File: src/rtl/score_update_arbiter.sv
// Round-robin arbiter that funnels scoring events into one saturating score accumulator.
// Optional combo multiplier is enabled by defining SCORE_COMBO_EN.
module score_update_arbiter #(
  parameter int          N_REQ        = 4,
  parameter int          PTS_W        = 8,
  parameter int          SCORE_W      = 32,
  parameter int unsigned SCORE_MAX    = 99999999,
  parameter int unsigned COMBO_WINDOW = 50000000,
  parameter int unsigned COMBO_MAX    = 4
) (
  input  logic                   clk,
  input  logic                   rst,
  input  logic [3:0]             game_state,
  input  logic [N_REQ-1:0]       req,
  input  logic [N_REQ*PTS_W-1:0] pts,
  output logic [N_REQ-1:0]       grant,
  output logic [SCORE_W-1:0]     score_count,
  output logic [2:0]             combo_level
);

  localparam int PTR_W = (N_REQ > 1) ? $clog2(N_REQ) : 1;
  localparam logic [SCORE_W:0] SCORE_CEIL = (SCORE_W+1)'(SCORE_MAX);

  typedef enum logic [1:0] {
    MODE_START,
    MODE_RUN,
    MODE_HOLD
  } mode_t;

  logic [3:0]             game_state_q;
  logic [N_REQ-1:0]       req_q;
  logic [N_REQ*PTS_W-1:0] pts_q;
  logic [PTR_W-1:0]       ptr;
  mode_t                  mode;

  logic [N_REQ-1:0]   eligible;
  logic               found;
  logic [PTR_W-1:0]   winner;
  logic [PTR_W-1:0]   next_ptr;
  logic [N_REQ-1:0]   win_onehot;
  logic [PTS_W-1:0]   win_pts;
  logic [2:0]         mult;
  logic [PTS_W+2:0]   add_val;
  logic [SCORE_W:0]   sum;
  logic [SCORE_W-1:0] new_score;

  // Anything that is not a clean one-hot IN_GAME or START_SCREEN freezes the block.
  always_comb begin
    mode = MODE_HOLD;
    case (game_state_q)
      4'b0001: mode = MODE_START;
      4'b0010: mode = MODE_RUN;
      default: mode = MODE_HOLD;
    endcase
  end

  // Masking by the current grant keeps a still-registered request from winning twice.
  always_comb begin
    eligible = req_q & ~grant;
    found    = 1'b0;
    winner   = '0;
    for (int i = 0; i < N_REQ; i++) begin
      if (!found && eligible[(int'(ptr) + i) % N_REQ]) begin
        found  = 1'b1;
        winner = PTR_W'((int'(ptr) + i) % N_REQ);
      end
    end
    next_ptr   = (winner == PTR_W'(N_REQ - 1)) ? '0 : winner + 1'b1;
    win_onehot = found ? (N_REQ'(1) << winner) : '0;
    win_pts    = pts_q[int'(winner)*PTS_W +: PTS_W];
    add_val    = {3'b000, win_pts} * {{PTS_W{1'b0}}, mult};
    sum        = {1'b0, score_count} + {{(SCORE_W-PTS_W-2){1'b0}}, add_val};
    new_score  = (sum > SCORE_CEIL) ? SCORE_CEIL[SCORE_W-1:0] : sum[SCORE_W-1:0];
  end

  always_ff @(posedge clk) begin
    if (rst) begin
      game_state_q <= '0;
      req_q        <= '0;
      pts_q        <= '0;
      ptr          <= '0;
      grant        <= '0;
      score_count  <= '0;
    end else begin
      game_state_q <= game_state;
      req_q        <= req;
      pts_q        <= pts;
      case (mode)
        MODE_START: begin
          grant       <= '0;
          ptr         <= '0;
          score_count <= '0;
        end
        MODE_RUN: begin
          grant <= win_onehot;
          if (found) begin
            ptr         <= next_ptr;
            score_count <= new_score;
          end
        end
        default: grant <= '0;
      endcase
    end
  end

`ifdef SCORE_COMBO_EN
  localparam int TMR_W = $clog2(COMBO_WINDOW + 1);
  localparam logic [TMR_W-1:0] WIN_LIMIT = TMR_W'(COMBO_WINDOW);
  localparam logic [2:0]       LVL_MAX   = 3'(COMBO_MAX);

  logic [TMR_W-1:0] combo_timer;
  logic [2:0]       combo_q;

  // The add above uses combo_q as it stands; the bump lands on the same edge as the add.
  always_ff @(posedge clk) begin
    if (rst) begin
      combo_timer <= '0;
      combo_q     <= 3'd1;
    end else begin
      case (mode)
        MODE_START: begin
          combo_timer <= '0;
          combo_q     <= 3'd1;
        end
        MODE_RUN: begin
          if (found) begin
            combo_timer <= '0;
            if (combo_timer < WIN_LIMIT)
              combo_q <= (combo_q >= LVL_MAX) ? LVL_MAX : combo_q + 3'd1;
          end else if (combo_timer < WIN_LIMIT) begin
            combo_timer <= combo_timer + 1'b1;
            if (combo_timer + 1'b1 == WIN_LIMIT)
              combo_q <= 3'd1;
          end
        end
        default: begin
          combo_timer <= combo_timer;
          combo_q     <= combo_q;
        end
      endcase
    end
  end

  assign mult        = combo_q;
  assign combo_level = combo_q;
`else
  assign mult        = 3'd1;
  assign combo_level = 3'd1;
`endif

endmodule
File: config.mk
export PLATFORM = sky130hd
export DESIGN_NAME = score_update_arbiter
export DESIGN_NICKNAME = d
export VERILOG_FILES = /design/src/rtl/score_update_arbiter.sv
export SDC_FILE = /design/constraint.sdc
export NUM_CORES = 1
export LEC_CHECK = 0
export CAP_MARGIN = 20
export CORE_UTILIZATION = 57
export CTS_BUF_LIST = sky130_fd_sc_hd__clkbuf_8
export DETAILED_ROUTE_END_ITERATION = 7
export PLACE_DENSITY = 0.88
export SYNTH_ARGS = -nofsm -noshare
export SYNTH_HDL_FRONTEND = slang
export SYNTH_SLANG_ARGS = --single-unit
File: constraint.sdc
create_clock -name clk -period 11.72 [get_ports clk]
set_clock_uncertainty 0.05 [all_clocks]
set_input_delay 1.758 -clock clk [delete_from_list [all_inputs] [get_ports clk]]
set_output_delay 1.758 -clock clk [all_outputs]
set_load 0.02 [all_outputs]
# After elaboration in Yosys (flattened, before gate mapping)
# Cells that the tools add are included.
[op_classes]
add_sub_neg = 5
multipliers = 0
div_mod_pow = 0
magnitude_cmp = 5
eq_ne = 5
shift = 2
muxes = 26
bitwise = 7
reduce_logical = 13
[ops]
columns = ["cell", "n"]
rows = [
  ["$mux W32", 2],
  ["$pmux W32 S2", 1],
  ["$add A32 B8 Y33", 1],
  ["$gt A33 B27 Y1 const B", 1],
  ["$shiftx A32 B6 Y8", 1],
  ["$lt A3 B4 Y1 const B", 3],
  ["$mux W2", 6],
  ["$mux W1", 11],
  ["$bmux W1 S2", 4],
  ["$pmux W2 S2", 2],
  ["$reduce_or A2 Y1", 3],
  ["$add A2 B1 Y2 const B", 2],
  ["$add A2 B2 Y2 const B", 2],
  ["$and A4 B4 Y4", 1],
  ["$eq A4 B1 Y1 const B", 1],
  ["$eq A4 B2 Y1 const B", 1],
  ["$not A4 Y4", 1],
  ["$shl A1 B2 Y4 const A", 1],
  ["$and A1 B1 Y1 const A", 3],
  ["$logic_and A1 B1 Y1", 3],
  ["$logic_not A1 Y1", 3],
  ["$lt A2 B3 Y1 const B", 1],
  ["$reduce_or A3 Y1", 1],
  ["$eq A2 B1 Y1 const B", 1],
  ["6 further kinds", 7],
]
[word_totals]
regBits = 78
latchBits = 0
ram_bits = 0
mem_bits_ro = 0
in_bits = 42
output_inout_bits = 39
word_cells = 69
memories = 0

# Depth between registers and ports, before layout
# Gate-level depths: netlist (run 1).
[logic_depth]
ltp_word = 20
ltp_mapped = 21
ltp_nobuf = 19

# Least setup slack after synthesis (run 1)
# No wires, ideal clock.
[synth_timing]
path_type = "flip-flop to flip-flop"
start = "register grant[2]"
end = "register score_count[0]"
setup_ps = 60
arrival_ps = 4901
required_time_ps = 11610
setup_slack_ps = 6710
path_stages_with_launch = 22
path_buffers = 3
synth_period_minus_slack_ps = 5010
cell_sequence = "dfxtp_1 > nor2b_1 > inv_1 > o22ai_1 > nand2_1 > o211ai_1 > clkbuf_1 > clkbuf_1 > mux2i_1 > a21oi_1 > ha_1 > fa_1 > a211o_1 > a211o_1 > and3_1 > buf_2 > nor4b_2 > o21ai_1 > a2111oi_4 > a21oi_4 > nor2_8 > a221o_1"
[synth_via]
elab_chain_cells = 20
word_cells_on_any_way = 35
classes_between = "1 x add/sub; 1 x order compare; 1 x eq/ne; 1 x shift; 22 x mux; 2 x bitwise; 7 x reduce/logical"
[synth_rtl]
columns = ["element", "line", "rtl"]
rows = [
  ["from (decl)", "16", "output logic [N_REQ-1:0] grant,"],
  ["from (signal assigned)", "95", "grant <= win_onehot;"],
  ["$not A4 Y4 (*)", "59", "eligible = req_q & ~grant;"],
  ["$and A4 B4 Y4 (*)", "59", ""],
  ["$bmux W1 S2", "63", "if (!found && eligible[(int'(ptr) + i) % N_REQ]) begin"],
  ["$mux W1 (not written as such)", "63", ""],
  ["$mux W1", "63", ""],
  ["$logic_not A1 Y1", "63", ""],
  ["$logic_and A1 B1 Y1", "63", ""],
  ["$mux W1", "63", ""],
  ["[4 not listed]", "-", ""],
  ["$logic_and A1 B1 Y1", "63", ""],
  ["$mux W2", "63", ""],
  ["$shiftx A32 B6 Y8", "70", "win_pts = pts_q[int'(winner)*PTS_W +: PTS_W];"],
  ["$add A32 B8 Y33", "72", "sum = {1'b0, score_count} + {{(SCORE_W-PTS_W-2){1'b0}}, add_val};"],
  ["$gt A33 B27 Y1", "73", "new_score = (sum > SCORE_CEIL) ? SCORE_CEIL[SCORE_W-1:0] : sum[SCORE_W-1:0];"],
  ["$mux W32", "73", ""],
  ["$mux W32", "96", "if (found) begin"],
  ["$pmux W32 S2", "88", "case (mode)"],
  ["to (signal assigned)", "98", "score_count <= new_score;"],
  ["to (decl)", "17", "output logic [SCORE_W-1:0] score_count,"],
]
# Mark *: on every way between the ends. The rest lies on a longest branch, timed or not. The select of a mux whose other input is x is not followed.
# A chain may end at the register's enable or synchronous reset.

# Final worst setup path (run 1)
[layout_timing]
start = "register req_q[2]"
end = "register score_count[3]"
[layout_via]
elab_chain_cells = 19
word_cells_on_any_way = 34
classes_between = "1 x add/sub; 1 x order compare; 1 x eq/ne; 1 x shift; 22 x mux; 1 x bitwise; 7 x reduce/logical"
[layout_rtl]
columns = ["element", "line", "rtl"]
rows = [
  ["from (decl)", "31", "logic [N_REQ-1:0] req_q;"],
  ["from (signal assigned)", "86", "req_q <= req;"],
  ["$and A4 B4 Y4 (*)", "59", ""],
  ["$bmux W1 S2", "63", ""],
  ["$mux W1 (not written as such)", "63", ""],
  ["$mux W1", "63", ""],
  ["$logic_not A1 Y1", "63", ""],
  ["$logic_and A1 B1 Y1", "63", ""],
  ["$mux W1", "63", ""],
  ["$logic_not A1 Y1", "63", ""],
  ["[3 not listed]", "-", ""],
  ["$logic_and A1 B1 Y1", "63", ""],
  ["$mux W2", "63", ""],
  ["$shiftx A32 B6 Y8", "70", ""],
  ["$add A32 B8 Y33", "72", ""],
  ["$gt A33 B27 Y1", "73", ""],
  ["$mux W32", "73", ""],
  ["$mux W32", "96", ""],
  ["$pmux W32 S2", "88", ""],
]
# Marked as above.

==> results of run 1 <==
critical path, stage by stage, from the launching register on:
cell and delay (ns):
dfxtp_1 0.31, nor2b_1 0.26, inv_1 0.09, o22ai_1 0.20
nand2_1 0.09, o211ai_1 0.10, buf_4 0.31, mux2_2 0.37
nor2_1 0.08, a21oi_1 0.05, ha_1 0.21, fa_1 0.43
a211o_1 0.34, a211o_1 0.42, and3_1 0.33, nor4b_2 0.28
o21ai_1 0.14, a2111oi_4 0.47, a21oi_4 0.21, nor2_8 0.20
a221o_1 0.14
sequential cells by signal (all words and copies together) (netlist names):
| name | count |
|---|---|
| game_state_q | 4 |
| req_q | 4 |
| pts_q | 32 |
| score_count | 32 |
| grant | 4 |
| ptr | 2 |
final cells by class:
class | instances | area (um2) | area share
Sequential cell | 78 | 1560 | 0.314
Clock inverter | 7 | 104 | 0.0209
Tap cell | 77 | 96.3 | 0.0194
Inverter | 6 | 22.5 | 0.00453
Clock buffer | 9 | 124 | 0.0249
Timing Repair Buffer | 82 | 808 | 0.163
Multi-Input combinational cell | 330 | 2250 | 0.453
cells by family after synthesis:
kind of cell | count (synthesis) | synth area share
compound gates | 110 | 0.208
xor+xnor | 12 | 0.0267
fa+ha+maj | 10 | 0.0337
buf+inv | 30 | 0.0331
flops | 78 | 0.397
mux | 19 | 0.0509
other cells | 2 | 0.00191
simple gates | 176 | 0.248
layer usage:
layer	GRT usage	vias up	wire (um)
met3	0.0603	29	519
met2	0.451	127	4400
met5	0	-	0
met1	0.333	1588	3880
li1	-	1690	-
met4	0.133	0	280
per-stage QoR:
step,total power (uW),cells,setup slack (ns),utilization,hold slack (ns)
global placement,351,573,6.94,0.730,0.419
CTS,581,589,6.64,0.765,0.446
detailed placement,354,573,6.76,0.730,0.435
global route,601,589,6.26,0.765,0.464
floorplan,327,438,6.71,-,0.399
finish,579,589,6.57,0.765,0.447
where the power goes:
part / switching [uW] / leakage (uW) / internal [uW]
clock network: 108 / 0.000114 / 122
logic: 35.6 / 0.00127 / 36.0
registers: 3.64 / 0.000640 / 273
total: 147 / 0.00203 / 432
how the worst max path moves through the flow:
| stage | endpoint | slack (ns) | cells after the start |
|---|---|---|---|
| after floorplan | score_count[0] | 6.71 | 21 |
| after global placement | score_count[4] | 6.94 | 20 |
| after detailed placement | score_count[1] | 6.76 | 20 |
| after CTS | score_count[2] | 6.64 | 20 |
| after global routing | score_count[3] | 6.26 | 20 |
| final | score_count[3] | 6.57 | 20 |
cell usage in the layout (no fill, tap or decap), types with 3 or more instances in the layout:
master	n
a211o_1	4
a21o_1	9
a21oi_1	22
a221o_1	8
a22o_1	5
and2_1	13
and3_1	5
buf_4	5
clkbuf_8	9
clkdlybuf4s50_1	77
clkinv_4	3
conb_1	3
dfxtp_1	78
ha_1	9
inv_1	6
mux2_2	8
mux2i_1	11
nand2_1	42
nand2b_1	5
nand3_1	7
nand4_1	4
nor2_1	27
nor2b_1	45
nor3_1	10
o21a_1	3
o21ai_0	13
o21ai_1	14
o21ai_2	3
xnor2_1	7
xor2_1	5
==> qor.yml, run 1 <==
holdPathStages: 2
area_growth_pct: 26.4
cts_root_buffer: "clkbuf_8"
cts_buffer_depth: 2
outcome: "completed"
hold-path-endpoint: "ptr[0]"
maxCapViolCount: 0
hold_class: "register to register"
final_area_um2: 4970
max_slew.worst_pin.slew_ns: 0.795
via_per_inst: 5.83
synth_ff_type: "dfxtp_1"
path_class: "register to register"
grt_first_pass_wirelength_um: 15400
vias: 3434
h-tree-depth: 3
ys_warn_count: 0
power_density_nw_per_um2: 116
wire_per_inst_um: 15.4
ys_async_sr_fraction: 0
cts-hold-fix-buffers: 0
dr.pass1.iters: 5
drive_gt1_frac: 0.0977
io_buffers: 77
post_cts_resized: 0
dieArea_um2: 7230
synth_area_leaders: "dfxtp_1, nor2b_1, nand2_1"
worstSkewPairLatency_ns: 0.36
synthCells: 437
r2r_end: "score_count[3]"
yosysUniqueCellTypes: 70
numCtsBuffers: 9
critPathMaxFanout: 20
yosys.cell_count.top_type: "dfxtp_1"
rsz0062_at_grt: "no"
hpwlAfterDp_um: 6510
grt_overflow_total: 0
clock_sinks: 78
setup_viol: 0
nets: 559
yosys.area.top_type: "dfxtp_1"
synth_top_area_frac: 0.397
reg2regPathDepth: 20
end_kind: "register"
drt_wl_total_um: 9090
fin_crit_ns: 5.15
cts_tree: "built"
fill_cells: 471
slew_viol_final: 0
peakVddDrop_uv: 76.0
antenna_found_initial: 0
worstSetupStartpointType: "register"
grt_max_degree: 44
worstPathArrival_ns: 5.40
drt-initial-drc-count: 213
r2r_setup_slack_ns: 6.57
dpl_cell_area_um2: 4740
drc: 0
gp_congestion: 0.895
synth-edff-count: 0
die_x_um: 85.0
fp.dieH_um: 85.0
p_leak_uw: 0.00203
ys_ff_latch: 78
syn_area_per_cell_um2: 8.99
finalSetupTns_ns: 0
diodes: 0
coreArea_um2: 6490
finalHoldViolCount: 0
ant_nets: 0
min_from: "ptr[0]"
clkTransAtPathRegs_ns: 0.08
initial_core_util: 0.605
finalCritPeriodShare: 0.439
post_cts_buffers: 0
grt.total_usage: 0.271
worstPathRequired_ns: 11.98
startpoint: "req_q[2]"
synth_common_cells: "dfxtp_1, nor2b_1, nand2_1"
seq_area_frac_synth: 0.397
num_rows: 29
grt_pass1_vias: 3326
rr_startpoint: "req_q[2]"
synthesis.area_um2: 3930
io_pins: 81
relSlewSlack: 0.470
clock.fmax_mhz: 194
Note: power is estimated with default switching activity, not from simulation.
==> run 2: changes to the inputs <==
--- a/config.mk
+++ b/config.mk
@@ -6,10 +6,10 @@
 export NUM_CORES = 1
 export LEC_CHECK = 0
 export CAP_MARGIN = 20
-export CORE_UTILIZATION = 57
+export CORE_UTILIZATION = 53
 export CTS_BUF_LIST = sky130_fd_sc_hd__clkbuf_8
 export DETAILED_ROUTE_END_ITERATION = 7
-export PLACE_DENSITY = 0.88
+export PLACE_DENSITY = 0.82
 export SYNTH_ARGS = -nofsm -noshare
 export SYNTH_HDL_FRONTEND = slang
 export SYNTH_SLANG_ARGS = --single-unit
==> constraint.sdc (replaced) <==
create_clock -name clk -period 4.8 [get_ports clk]
set_clock_uncertainty 0.05 [all_clocks]
set_input_delay 0.72 -clock clk [delete_from_list [all_inputs] [get_ports clk]]
set_output_delay 0.72 -clock clk [all_outputs]
set_load 0.02 [all_outputs]
==> qor.yml, run 2 (synthesis results as in run 1) <==
worstPathArrival_ns: 4.81  # was 5.40 ns
fin_crit_ns: 4.61  # was 5.15 ns
coreArea_um2: 7210  # was 6490 um2
layout_commonest_cell: "dfxtp_1"  # unchanged
multi_input_comb_area_um2: 2330  # was 2250 um2
die_x_um: 88.1  # was 85.0 um
layout_common_cells: "dfxtp_1, clkdlybuf4s50_1, nor2b_1, nand2_1, nor2_1"  # unchanged
worstSetupStartpointType: "register"  # unchanged
grt_pass1_vias: 3332  # was 3326
drt-initial-drc-count: 334  # was 213
vias: 3560  # was 3434
peakVddDrop_uv: 217  # was 76.0 uV
cts_root_buffer: "clkbuf_8"  # unchanged
slew_viol_final: 0  # unchanged
drive_gt1_frac: 0.154  # was 0.0977
dp.cells: 599  # was 573
clock.fmax_mhz: 217  # was 194 MHz
outcome: "completed"  # unchanged
grt_first_pass_wirelength_um: 15400  # about the same
clkTransAtPathRegs_ns: 0.08  # about the same
fp.dieH_um: 88.1  # was 85.0 um
path_class: "register to register"  # unchanged
worstPathRequired_ns: 4.99  # was 11.98 ns
clock_sinks: 78  # unchanged
p_leak_uw: 0.00210  # was 0.00203 uW
critPathMaxFanout: 9  # was 20
grt_overflow_total: 0  # unchanged
grt_max_degree: 44  # unchanged
fill_cells: 545  # was 471
num_rows: 31  # was 29
relSlewSlack: 0.465  # was 0.470
power_density_nw_per_um2: 264  # was 116 nW/um2
ant_nets: 0  # unchanged
area_growth_pct: 32.7  # was 26.4%
worstSkewPairLatency_ns: 0.36  # about the same
cts_tree: "built"  # unchanged
antenna_found_initial: 0  # unchanged
reg_top3: "pts_q (32), score_count (32)"  # unchanged
wire_per_inst_um: 15.6  # was 15.4 um
stdcell_count: 630  # was 589
nets: 578  # was 559
initial_core_util: 0.545  # was 0.605
numCtsBuffers: 9  # unchanged
finalCritPeriodShare: 0.961  # was 0.439
io_buffers: 77  # unchanged
postLayoutCoreUtil: 0.723  # was 0.765
max_slew.worst_pin.slew_ns: 0.803  # was 0.795 ns
gp_congestion: 0.950  # was 0.895
drt_wl_total_um: 9820  # was 9090 um
via_per_inst: 5.65  # was 5.83
io_pins: 81  # unchanged
h-tree-depth: 3  # unchanged
grt.total_usage: 0.261  # was 0.271
drc: 0  # unchanged
hold_ws_ns: 0.447  # about the same
maxCapViolCount: 0  # unchanged
seq_area_um2: 1560  # unchanged
end_kind: "register"  # unchanged
setup_viol: 0  # unchanged
hold_class: "register to register"  # unchanged
dieArea_um2: 7760  # was 7230 um2
diodes: 0  # unchanged
finalHoldViolCount: 0  # unchanged
hpwlAfterDp_um: 6700  # was 6510 um
dr.pass1.iters: 5  # unchanged
cts_buffer_depth: 2  # unchanged
run 2: timing repair:
item	4_1_cts	5_1_grt
cloned	0	0
pin swaps	3	11
resized for setup	4	15
endpoints found under the setup margin	16	24
hold buffers	0	0
buffers inserted	3	12
endpoints found under the hold margin	0	0
run 2: worst paths after layout:
path         startpoint        endpoint  slack (ns)  depth (start not counted)
max            grant[0]  score_count[4]        0.19                         22
min              ptr[0]          ptr[0]        0.45                          2
max reg2reg    grant[0]  score_count[4]        0.19                         22
min reg2reg      ptr[0]          ptr[0]        0.45                          2
run 2: stage by stage:
stage	setup WS [ns]	setup TNS [ns]	total power [uW]	instance area (um2)
floorplan	0.0843	0	799	3940
global placement	0.0243	0	860	4800
detailed placement	-0.0368	-0.371	867	4800
CTS	0.00587	0	1370	5040
global route	-0.0380	-0.0873	1430	5220
finish	0.185	0	1380	5220
run 2: worst max-delay path: stages (launching register included):
cell,delay (ns)
dfxtp_1,0.32
nand2b_1,0.17
nor2_2,0.12
a21oi_1,0.06
o211ai_1,0.16
buf_4,0.16
buf_4,0.14
buf_4,0.11
mux2_2,0.32
nor2_1,0.09
a21oi_1,0.06
ha_1,0.36
o211ai_1,0.16
a211oi_4,0.44
o21bai_2,0.14
buf_4,0.18
nor4_2,0.29
a22o_1,0.25
nand4_4,0.17
a21oi_4,0.21
buf_4,0.17
nor2_8,0.05
a221o_1,0.31
run 2: per-layer routing:
metal  up-vias  share of wire  track usage
met5         -              0            0
met1      1687           0.43        0.324
li1       1720              -            -
met3        24          0.048       0.0368
met2       129           0.49        0.450
met4         0          0.026        0.117
run 2: cell type report:
cell class / instances / area share
clock buffers: 10 / 0.0264
clock inverters: 6 / 0.0130
inverters: 6 / 0.00432
multi-input cells: 330 / 0.448
flip-flops and latches: 78 / 0.299
well taps: 99 / 0.0238
repair buffers: 101 / 0.185
run 2: power by group:
group          switching [uW]  internal [uW]
Sequential               9.46            667
Clock                     254            257
Combinational            91.6           97.8
